**config.mk**
```make
export PLATFORM = sky130hd
export DESIGN_NAME = vga_mem_arbiter
export DESIGN_NICKNAME = d
export VERILOG_FILES = /design/src/rtl/vga_mem_arbiter.sv
export SDC_FILE = /design/constraint.sdc
export NUM_CORES = 1
export LEC_CHECK = 0
export ABC_AREA = 1
export BUFFER_PORTS_ARGS = -buffer_cell sky130_fd_sc_hd__buf_2
export CAP_MARGIN = 20
export CORE_ASPECT_RATIO = 0.8
export CORE_UTILIZATION = 45
export DETAILED_ROUTE_END_ITERATION = 8
export GPL_TIMING_DRIVEN = 0
export PLACE_DENSITY = 0.78
export SETUP_SLACK_MARGIN = 0.02
export SLEW_MARGIN = 20
export SYNTH_ARGS = -nofsm -noshare
export SYNTH_HDL_FRONTEND = slang
export SYNTH_SLANG_ARGS = --single-unit
```
**constraint.sdc**
```tcl
create_clock -name clk -period 3.4 [get_ports clk]
set_input_delay 0.68 -clock clk [delete_from_list [all_inputs] [get_ports clk]]
set_output_delay 0.68 -clock clk [all_outputs]
set_load 0.005 [all_outputs]
```
**src/rtl/vga_mem_arbiter.sv**
```systemverilog
`default_nettype none
// ============================================================================
//  Module   : vga_mem_arbiter
//  Purpose  : Shares one single-port synchronous frame-buffer RAM (1-cycle
//             read latency) between the VGA display fetch and a host port.
//             Display slots (pix_en with xc<640, yc<480) always own the RAM.
//             A host request is issued in the first non-display cycle while
//             the host FSM is in ISSUE.
//  Ports    : clk, reset (async, active-high)
//             pix_en, xc, yc          : pixel tick and beam position
//             host_req/we/addr/wdata  : host request (level, held until ack)
//             host_ack, host_rdata    : one-cycle completion, read data
//             mem_addr/we/wdata       : RAM command (combinational, same cycle)
//             mem_rdata               : RAM data for last cycle's address
//             pix_data, pix_valid     : registered display pixel
//  Config   : `define VGA_ARB_HOST_READ_EN enables host reads through the
//             RDWAIT state. Without it, host reads are acked with data 0 and
//             never touch the RAM. The port list is the same in both builds.
//  Revision : 1.0  initial release
// ============================================================================
module vga_mem_arbiter (
  input  logic        clk,
  input  logic        reset,
  input  logic        pix_en,
  input  logic [9:0]  xc,
  input  logic [9:0]  yc,
  input  logic        host_req,
  input  logic        host_we,
  input  logic [18:0] host_addr,
  input  logic [7:0]  host_wdata,
  output logic        host_ack,
  output logic [7:0]  host_rdata,
  output logic [18:0] mem_addr,
  output logic        mem_we,
  output logic [7:0]  mem_wdata,
  input  logic [7:0]  mem_rdata,
  output logic [7:0]  pix_data,
  output logic        pix_valid
);

  localparam logic [9:0]  H_VISIBLE = 10'd640;
  localparam logic [9:0]  V_VISIBLE = 10'd480;
  localparam logic [18:0] FB_PIXELS = 19'd307200;

`ifdef VGA_ARB_HOST_READ_EN
  typedef enum logic [1:0] {
    S_IDLE   = 2'd0,
    S_ISSUE  = 2'd1,
    S_RDWAIT = 2'd2,
    S_ACK    = 2'd3
  } state_t;
`else
  typedef enum logic [1:0] {
    S_IDLE   = 2'd0,
    S_ISSUE  = 2'd1,
    S_ACK    = 2'd3
  } state_t;
`endif

  state_t      state_q, state_d;
  logic        host_ack_q, host_ack_d;
  logic [7:0]  pix_data_q, pix_data_d;
  logic        pix_valid_q, pix_valid_d;
  logic        slot_q, slot_d;       // previous cycle was a display slot
  logic        blank_q, blank_d;     // previous cycle was a non-visible tick
  logic [18:0] addr_hold_q, addr_hold_d;
`ifdef VGA_ARB_HOST_READ_EN
  logic [7:0]  host_rdata_q, host_rdata_d;
`endif

  logic        disp_slot;
  logic [18:0] disp_addr;
  logic        host_in_range;
  logic        host_touch;           // this host request really uses the RAM
  logic        host_go;              // host access is issued this cycle
  logic [18:0] mem_addr_c;
  logic        mem_we_c;
  logic [7:0]  mem_wdata_c;

  always_comb begin
    disp_slot     = pix_en && (xc < H_VISIBLE) && (yc < V_VISIBLE);
    // yc*640 + xc as (yc*512) + (yc*128) + xc
    disp_addr     = {yc, 9'd0} + {2'd0, yc, 7'd0} + {9'd0, xc};
    host_in_range = host_addr < FB_PIXELS;
`ifdef VGA_ARB_HOST_READ_EN
    host_touch    = host_in_range;
`else
    host_touch    = host_in_range && host_we;
`endif
    host_go       = (state_q == S_ISSUE) && host_req && !disp_slot;

    // RAM port: display first, then host; otherwise the address is parked
    mem_addr_c  = addr_hold_q;
    mem_we_c    = 1'b0;
    mem_wdata_c = 8'h00;
    addr_hold_d = addr_hold_q;
    if (disp_slot) begin
      mem_addr_c  = disp_addr;
      addr_hold_d = disp_addr;
    end else if (host_go && host_touch) begin
      mem_addr_c  = host_addr;
      mem_we_c    = host_we;
      mem_wdata_c = host_wdata;
      addr_hold_d = host_addr;
    end

    // Display pipeline: RAM data for a slot arrives one cycle later
    slot_d      = disp_slot;
    blank_d     = pix_en && !disp_slot;
    pix_data_d  = pix_data_q;
    pix_valid_d = pix_valid_q;
    if (slot_q) begin
      pix_data_d  = mem_rdata;
      pix_valid_d = 1'b1;
    end else if (blank_q) begin
      pix_data_d  = 8'h00;
      pix_valid_d = 1'b0;
    end

    // Host FSM
    state_d = state_q;
`ifdef VGA_ARB_HOST_READ_EN
    host_rdata_d = host_rdata_q;
`endif
    case (state_q)
      S_IDLE: begin
        if (host_req) state_d = S_ISSUE;
      end
      S_ISSUE: begin
        // A dropped request is abandoned so the FSM cannot get stuck
        if (!host_req) begin
          state_d = S_IDLE;
        end else if (!disp_slot) begin
`ifdef VGA_ARB_HOST_READ_EN
          state_d = host_we ? S_ACK : S_RDWAIT;
`else
          state_d = S_ACK;
`endif
        end
      end
`ifdef VGA_ARB_HOST_READ_EN
      S_RDWAIT: begin
        // Out-of-range reads never touched the RAM and return zero
        host_rdata_d = host_in_range ? mem_rdata : 8'h00;
        state_d      = S_ACK;
      end
`endif
      S_ACK: begin
        state_d = S_IDLE;
      end
      default: begin
        state_d = S_IDLE;
      end
    endcase
    host_ack_d = (state_d == S_ACK);
  end

  always_ff @(posedge clk or posedge reset) begin
    if (reset) begin
      state_q      <= S_IDLE;
      host_ack_q   <= 1'b0;
      pix_data_q   <= 8'h00;
      pix_valid_q  <= 1'b0;
      slot_q       <= 1'b0;
      blank_q      <= 1'b0;
      addr_hold_q  <= 19'd0;
`ifdef VGA_ARB_HOST_READ_EN
      host_rdata_q <= 8'h00;
`endif
    end else begin
      state_q      <= state_d;
      host_ack_q   <= host_ack_d;
      pix_data_q   <= pix_data_d;
      pix_valid_q  <= pix_valid_d;
      slot_q       <= slot_d;
      blank_q      <= blank_d;
      addr_hold_q  <= addr_hold_d;
`ifdef VGA_ARB_HOST_READ_EN
      host_rdata_q <= host_rdata_d;
`endif
    end
  end

  // The RAM command is combinational, so it is forced idle while in reset
  assign mem_addr  = reset ? 19'd0 : mem_addr_c;
  assign mem_we    = reset ? 1'b0  : mem_we_c;
  assign mem_wdata = reset ? 8'h00 : mem_wdata_c;
  assign host_ack  = host_ack_q;
  assign pix_data  = pix_data_q;
  assign pix_valid = pix_valid_q;
`ifdef VGA_ARB_HOST_READ_EN
  assign host_rdata = host_rdata_q;
`else
  assign host_rdata = 8'h00;
`endif

endmodule
`default_nettype wire

```
Word level (Yosys, flattened, before mapping)
Cells that the tools add are included.
{"block": "totals", "register_bits": 33, "out_inout_bits": 46, "input_bits": 60, "wordCells": 41}
{"block": "op_classes", "n_eq_ne": 2, "muxes": 17, "n_reduce_logical": 10, "addsub": 2, "magnitude_cmp": 3}
{"op": "19-bit two-way mux", "n": 3}
{"op": "8-bit two-way mux", "n": 5}
{"op": "19-bit by 10-bit adder with 19-bit output", "n": 1}
{"op": "19-bit by 17-bit adder with 19-bit output", "n": 1}
{"op": "19-bit < comparator, second input constant", "n": 1}
{"op": "10-bit < comparator, second input constant", "n": 1}
{"op": "10-bit by 9-bit < comparator with 1-bit output, second input constant", "n": 1}
{"op": "1-bit logical AND", "n": 7}
{"op": "2-bit two-way mux", "n": 3}
{"op": "1-bit two-way mux", "n": 5}
{"op": "2-bit case mux with 2 select lines", "n": 1}
{"op": "2-bit by 1-bit equality test with 1-bit output, second input constant", "n": 1}
{"op": "2-bit equality test, second input constant", "n": 1}
{"op": "2-bit zero test", "n": 1}
{"op": "2-bit nonzero test", "n": 1}
{"op": "1-bit zero test", "n": 1}

Longest topological paths before layout
Gate-level depths: netlist of run 1.
{"block": "logic_depth", "depth_word": 9, "mapped_depth": 13, "ltp_nobuf": 13}

Worst setup path before layout of run 1
Ideal clock, no wire load.
{"block": "synth_path", "path_type": "input-to-output", "startpoint": "in xc[9]", "endpoint": "out mem_addr[18]", "t_arrival_ns": 2.341, "stages": 10, "path_slack_ns": 0.379, "t_required_ns": 2.720, "n_path_buf": 0, "path_cell_list": "inv_1 fa_1 fa_1 o21ai_2 nand3_1 nand2_1 nand2_1 nand3_1 nand2_1 nor2_1"}
{"block": "synth_between", "elab_chain_len": 9, "word_cells_on_any_way": 10, "cone_classes": "add/sub (1); order compare (1); mux (3); reduce/logical (5)"}
{"element": "from (decl)", "line_no": "25", "rtl": "input logic [9:0] xc,"}
{"element": "10-bit < comparator", "line_no": "81", "rtl": "disp_slot = pix_en && (xc < H_VISIBLE) && (yc < V_VISIBLE);"}
{"element": "1-bit logical AND (2 in a row)", "line_no": "81"}
{"element": "1-bit zero test"}
{"element": "1-bit logical AND", "line_no": "90", "rtl": "host_go = (state_q == S_ISSUE) && host_req && !disp_slot;"}
{"element": "1-bit logical AND", "line_no": "100", "rtl": "end else if (host_go && host_touch) begin"}
{"element": "19-bit two-way mux", "line_no": "100"}
{"element": "19-bit two-way mux *"}
{"element": "19-bit two-way mux *", "line_no": "185", "rtl": "assign mem_addr = reset ? 19'd0 : mem_addr_c;"}
{"element": "to (decl)", "line_no": "33", "rtl": "output logic [18:0] mem_addr,"}
Every way passes the cells marked *; elsewhere a longest branch is shown, timed or not.

Worst setup path after layout of run 1
{"block": "layout_path", "startpoint": "in xc[9]", "endpoint": "out mem_addr[10]"}
The elaborated chain is that of the path after synthesis.

==> metrics.yaml, run 1 <==
period_share: 0.9817
final_cells: 567
first_pass_iters: 4
critPathRequiredTime_ns: 2.72
worst_pin_slew_ns: 0.6956
crit_type: "input port to primary output"
rows: 24
critPathArrivalTime_ns: 2.66
core_sq_mm: 0.005555
finalSetupViolCount: 0
synth_fa_ha_area_frac: 0.1054
relSlewSlack: 0.5356
cp-start-kind: "input port"
nets: 569
cp_max_fo: 2
io_buffer_count: 96
die_y_microns: 70.46
syn_area_per_cell_sq_um: 7.030
layout_min_cycle_time_ns: 3.338
die_area_sq_mm: 0.006171
wl_per_cell_microns: 11.84
area_growth_pct: 31.09
setup_slack_ns: 0.06222
r2r_end: "addr_hold_q[12]"
synth_top_area_cell: "dfrtp_1"
synth-async-reset-ratio: 1.000
cts_buffer_depth: 2
powerDensity_mw_per_mm2: 400.2
antenna_found_initial: 0
synth_edf_count: 0
cts_buffers: 5
final-hold-violation-count: 0
cts-root-buf: "clkbuf_8"
layout_common_cells: "109 x nand2_1, 97 x buf_2, 75 x inv_1, 33 x dfrtp_1, 24 x nand3_1"
yosys_register_bits: 33
post-route-util: 0.6221
timing.fmax_mhz: 299.6
wl_microns: 6712
grt_pass1_wl_microns: 10840
antenna_left: 0
synthSimpleGateAreaFrac: 0.3218
r2r_cells: 7
synthCells: 375
grt_setup_unrepaired: "true"
rrSetupSlack_ns: 1.88
holdWs_ns: 0.4502
ios: 106
drc_errors: 0
grt_pass1_vias: 2530
ys_warn_count: 0
hold_buffers: 0
grt_max_degree: 34
synth_xor_area_frac: 0.003322
cts.clk_slew.worst_paths_ns: 0.07
avgViaCountPerCell: 4.653
drive_above_1_share: 0.3272
muxShareOfSynthArea: 0
ys_dominant_reg_cell: "dfrtp_1"
synth_compound_area_frac: 0.08353
status: "finished, final reports clean"
clock_latency_ns: 0.28
vias: 2638
cts.sink_count: 33
r2r-start: "state_q[1]"
slew_viol_final: 0
initial_utilization: 0.4745
grt_util_all_layers: 0.2245
final_common_cell: "nand2_1"
synth_top_area_frac: 0.3132
gr-total-overflow: 0
dp_hpwl_microns: 5269
drv_cap: 0
min_path_cells: 1
ir_drop_uv: 233.6
finalClockSkew_ns: 0.005150
worst_hold_path_type: "flip-flop to flip-flop"
end_kind: "primary output"
synth_top_family_by_area: "simple AND/OR/NAND/NOR gates"
hp-start: "blank_q"
power_leakage_nw: 2.119
htree_num_levels: 2
cts_tree: "yes"
place_ws_ns: -0.07323
dr.first_iter.drc_count: 135
syn_area_sq_mm: 0.002636
place_inst: 556
ys_seq_area_frac: 0.3132
yosys-top-cells-area: "dfrtp_1 31%, nand2_1 16%, inv_1 11%"
hold-path-endpoint: "pix_valid"
globalplace.congestion: 0.8938
synth_cell_types: 30
n_antenna_cell: 0
die_w_microns: 87.58
==> layout make-up <==
cell class | instances | area (sq um)
buffer | 20 | 156.4
sequential | 33 | 825.8
timing repair buffer | 99 | 503.0
fill | 510 | 2100
clock buffer | 5 | 68.82
clock inverter | 3 | 65.06
inverter | 78 | 295.3
tap | 78 | 97.59
multi-input combinational | 251 | 1444
==> logic make-up after synthesis <==
family,after synthesis
AND/OR/NAND/NOR,182
buffers and inverters,98
AO/OA/AOI/OAI,39
flip-flops,33
adder cells (fa/ha/maj),21
XOR/XNOR,1
other,1
==> cell usage after synthesis, types with 2 or more instances <==
master,instances
clkbuf_1,5
dfrtp_1,33
clkbuf_8,2
nand2_4,2
o21bai_1,3
nor2_4,2
nand3_1,27
nor2_1,21
o21ai_0,11
nand2_2,5
a21oi_1,20
buf_4,8
o21ai_2,2
fa_1,2
nand3_2,8
or2_2,3
ha_1,19
a21oi_2,2
inv_1,76
buf_6,4
nand2_1,111
==> sequential cells by signal (all words and copies together), names as in the netlist <==
register / count
host_ack: 1
state_q: 2
blank_q: 1
addr_hold_q: 19
slot_q: 1
pix_data: 8
pix_valid: 1
==> routing by layer <==
layer | share of wire | track usage | vias to the layer above
li1 | - | - | 1356
met1 | 0.46 | 0.2990 | 1185
met2 | 0.48 | 0.3793 | 93
met3 | 0.054 | 0.04374 | 4
met4 | 0.0063 | 0.04189 | 0
met5 | 0 | 0 | -
==> through the flow <==
step             TNS, ns  cell area [sq um]   power, W
2_1_floorplan          0               2663  0.0007790
6_report               0               3456   0.001383
3_3_place_gp   -0.002411               3241  0.0009072
4_1_cts                0               3385   0.001365
3_5_place_dp    -0.09573               3241  0.0009261
5_1_grt         -0.02577               3456   0.001476
==> worst max path at each step <==
stage / start / end / slack, ns / cells after the start
after floorplan: xc[9] / mem_addr[18] / 0.38 / 10
after global placement: xc[9] / mem_addr[16] / -0.002 / 12
after detailed placement: xc[9] / mem_addr[16] / -0.07 / 12
after CTS: yc[2] / mem_addr[15] / 0.02 / 13
after global routing: xc[9] / mem_addr[13] / -0.02 / 14
final: xc[9] / mem_addr[10] / 0.06 / 10
==> worst max-delay path, cell delays in order <==
cell and delay, ns:
buf_2 0.10, inv_1 0.07, fa_1 0.53, fa_2 0.40
buf_4 0.15, xnor2_1 0.12, or2_2 0.30, nand2_1 0.08
nor2_1 0.05, buf_2 0.16
==> power by group <==
part,switching (W),internal (W)
combinational,0.000268,0.000199
clock,0.000143,0.000291
sequential,0.0000221,0.000460
==> timing repair <==
item / in CTS / in global routing
cloned: 0 / 0
pin swaps: 2 / 8
setup buffers: 0 / 3
endpoints found under the setup margin: 3 / 6
gates resized for setup: 2 / 9
No activity file was read; power rests on OpenSTA's default activity.
==> inputs of run 2 (changes only) <==
--- a/config.mk
+++ b/config.mk
@@ -9,10 +9,10 @@
 export BUFFER_PORTS_ARGS = -buffer_cell sky130_fd_sc_hd__buf_2
 export CAP_MARGIN = 20
 export CORE_ASPECT_RATIO = 0.8
-export CORE_UTILIZATION = 45
+export CORE_UTILIZATION = 35
 export DETAILED_ROUTE_END_ITERATION = 8
 export GPL_TIMING_DRIVEN = 0
-export PLACE_DENSITY = 0.78
+export PLACE_DENSITY = 0.64
 export SETUP_SLACK_MARGIN = 0.02
 export SLEW_MARGIN = 20
 export SYNTH_ARGS = -nofsm -noshare
==> metrics.yaml, run 2 (same netlist as run 1, synthesis figures left out) <==
p_total_w: 0.001373  # was 0.001383 W
drv_cap: 0  # unchanged
fill_cells: 733  # was 510
cts.sink_count: 33  # unchanged
drive_above_1_share: 0.3320  # was 0.3272
gr-total-overflow: 0  # unchanged
final_common_cell: "nand2_1"  # unchanged
min_path_cells: 1  # unchanged
hp-start: "blank_q"  # unchanged
swShare: 0.3098  # was 0.3132
ir_drop_uv: 253.4  # was 233.6 uV
period_share: 0.9705  # was 0.9817
die_y_microns: 79.63  # was 70.46 microns
place_inst: 565  # was 556
wl_microns: 6562  # was 6712 microns
cts_buffer_depth: 2  # unchanged
critPathArrivalTime_ns: 2.62  # was 2.66 ns
comb_power_share: 0.335  # was 0.338
place_ws_ns: 0.0009690  # was -0.07323 ns
worst_pin_slew_ns: 0.7011  # was 0.6956 ns
clock_power_share: 0.315  # was 0.314
p_seq_frac: 0.350  # was 0.349
wl_per_cell_microns: 11.41  # was 11.84 microns
drc_errors: 0  # unchanged
regMostFlops: "addr_hold_q"  # unchanged
n_antenna_cell: 0  # unchanged
holdWs_ns: 0.4438  # was 0.4502 ns
avgViaCountPerCell: 4.395  # was 4.653
die_area_sq_mm: 0.007885  # was 0.006171 sq mm
dp_hpwl_microns: 5170  # was 5269 microns
grt_setup_unrepaired: "true"  # unchanged
setup_slack_ns: 0.1003  # was 0.06222 ns
area_growth_pct: 31.94  # was 31.09%
core_sq_mm: 0.007094  # was 0.005555 sq mm
final_cells: 575  # was 567
powerDensity_mw_per_mm2: 394.7  # was 400.2 mW/mm^2
slew_viol_final: 0  # unchanged
p_sw_w: 0.0004253  # was 0.0004332 W
grt_max_degree: 34  # unchanged
rows: 27  # was 24
antenna_found_initial: 0  # unchanged
initial_utilization: 0.3716  # was 0.4745
antenna_left: 0  # unchanged
rrSetupSlack_ns: 1.89  # was 1.88 ns
dr.first_iter.drc_count: 70  # was 135
setup_tns_ns: 0  # unchanged
finalClockSkew_ns: 0.003240  # was 0.005150 ns
relSlewSlack: 0.5319  # was 0.5356
grt_util_all_layers: 0.1714  # was 0.2245
power_leakage_nw: 2.117  # was 2.119 nW
timing.fmax_mhz: 303.1  # was 299.6 MHz
grt_pass1_vias: 2265  # was 2,530
cts-root-buf: "clkbuf_8"  # unchanged
worst_hold_path_type: "flip-flop to flip-flop"  # unchanged
nets: 568  # was 569
largest_register_ff_count: 19  # unchanged
cp-start-kind: "input port"  # unchanged
cts_tree: "yes"  # unchanged
clock_latency_ns: 0.27  # was 0.28 ns
layout_min_cycle_time_ns: 3.300  # was 3.338 ns
io_buffer_count: 96  # unchanged
hold-path-endpoint: "pix_valid"  # unchanged
r2r_cells: 7  # unchanged
globalplace.congestion: 0.8230  # was 0.8938
critPathRequiredTime_ns: 2.72  # about the same
htree_num_levels: 2  # unchanged
cts.clk_slew.worst_paths_ns: 0.07  # about the same
first_pass_iters: 4  # unchanged
crit_type: "input port to primary output"  # unchanged
r2r_end: "addr_hold_q[6]"  # was addr_hold_q[12]
internal_power_w: 0.0009474  # was 0.0009499 W
hold_buffers: 0  # unchanged
status: "finished, final reports clean"  # unchanged
cts_buffers: 5  # unchanged
grt_pass1_wl_microns: 10570  # was 10,840 microns
r2r-start: "state_q[1]"  # unchanged
cp_max_fo: 4  # was 2
die_w_microns: 99.03  # was 87.58 microns
end_kind: "primary output"  # unchanged
final-hold-violation-count: 0  # unchanged
layout_common_cells: "110 x nand2_1, 97 x buf_2, 75 x inv_1, 33 x dfrtp_1, 22 x nand3_1"  # was 109 x nand2_1, 97 x buf_2, 75 x inv_1, 33 x dfrtp_1, 24 x nand3_1
vias: 2527  # was 2,638
finalSetupViolCount: 0  # unchanged
ios: 106  # unchanged
[run 2: cell count changes in the layout (fill, tap and decap cells not counted), sizes merged]
cell,previous run,this run
buf,112,111
[run 2: how the worst max path moves through the flow]
stage                from  cells past startpoint      endpoint  slack [ns]
floorplan           xc[9]                     10  mem_addr[18]        0.38
global placement    xc[9]                     12  mem_addr[16]       0.006
detailed placement  xc[9]                     12  mem_addr[16]       0.001
CTS                 xc[9]                     13  mem_addr[15]        0.04
global route        yc[2]                     13  mem_addr[14]       -0.02
finish              yc[2]                     13  mem_addr[14]        0.10
[run 2: cell type report]
class	count	area, sq um	share of cell area
Buffer	20	156.4	0.04496
Multi-Input combinational cell	251	1459	0.4194
Clock buffer	5	68.82	0.01978
Tap cell	87	108.9	0.03129
Sequential cell	33	825.8	0.2374
Inverter	78	295.3	0.08489
Timing Repair Buffer	98	499.2	0.1435
Clock inverter	3	65.06	0.01871
[run 2: power by group through the flow]
stage	Clock, W	Sequential [W]	Combinational (W)
after CTS	0.000449	0.000480	0.000437
after global placement	0	0.000485	0.000427
after floorplan	0	0.000485	0.000294
after global routing	0.000468	0.000487	0.000530
final	0.000433	0.000480	0.000460
after detailed placement	0	0.000488	0.000433
[run 2: metrics by stage]
stage / util / cell area (sq um)
4_1_cts: 0.4776 / 3388
3_3_place_gp: 0.4584 / 3252
5_1_grt: 0.4903 / 3478
2_1_floorplan: - / 2663
3_5_place_dp: 0.4584 / 3252
6_report: 0.4903 / 3478
[run 2: metal layers]
| layer | part of all wire | vias up | track usage |
|---|---|---|---|
| li1 | - | 1345 | - |
| met1 | 0.51 | 1099 | 0.2467 |
| met2 | 0.44 | 81 | 0.2748 |
| met3 | 0.048 | 2 | 0.02802 |
| met4 | 0.0038 | 0 | 0.02537 |
| met5 | 0 | - | 0 |
[run 2: worst max-delay path, cell delays in order]
cell and delay (ns):
buf_2 0.09, inv_1 0.05, fa_1 0.51, fa_2 0.40, o21ai_4 0.25, buf_6 0.13
nand2_1 0.06, nand2_1 0.06, nand2_1 0.04, nand3_1 0.07, nand2_1 0.07, nor2_1 0.08
buf_2 0.12
[run 2: timing repair]
action                     in CTS  in global routing
buffers inserted                0                  2
hold endpoints to repair        0                  0
setup endpoints to repair       1                  5
pin swaps                       1                 12
gates resized for setup         1                 14
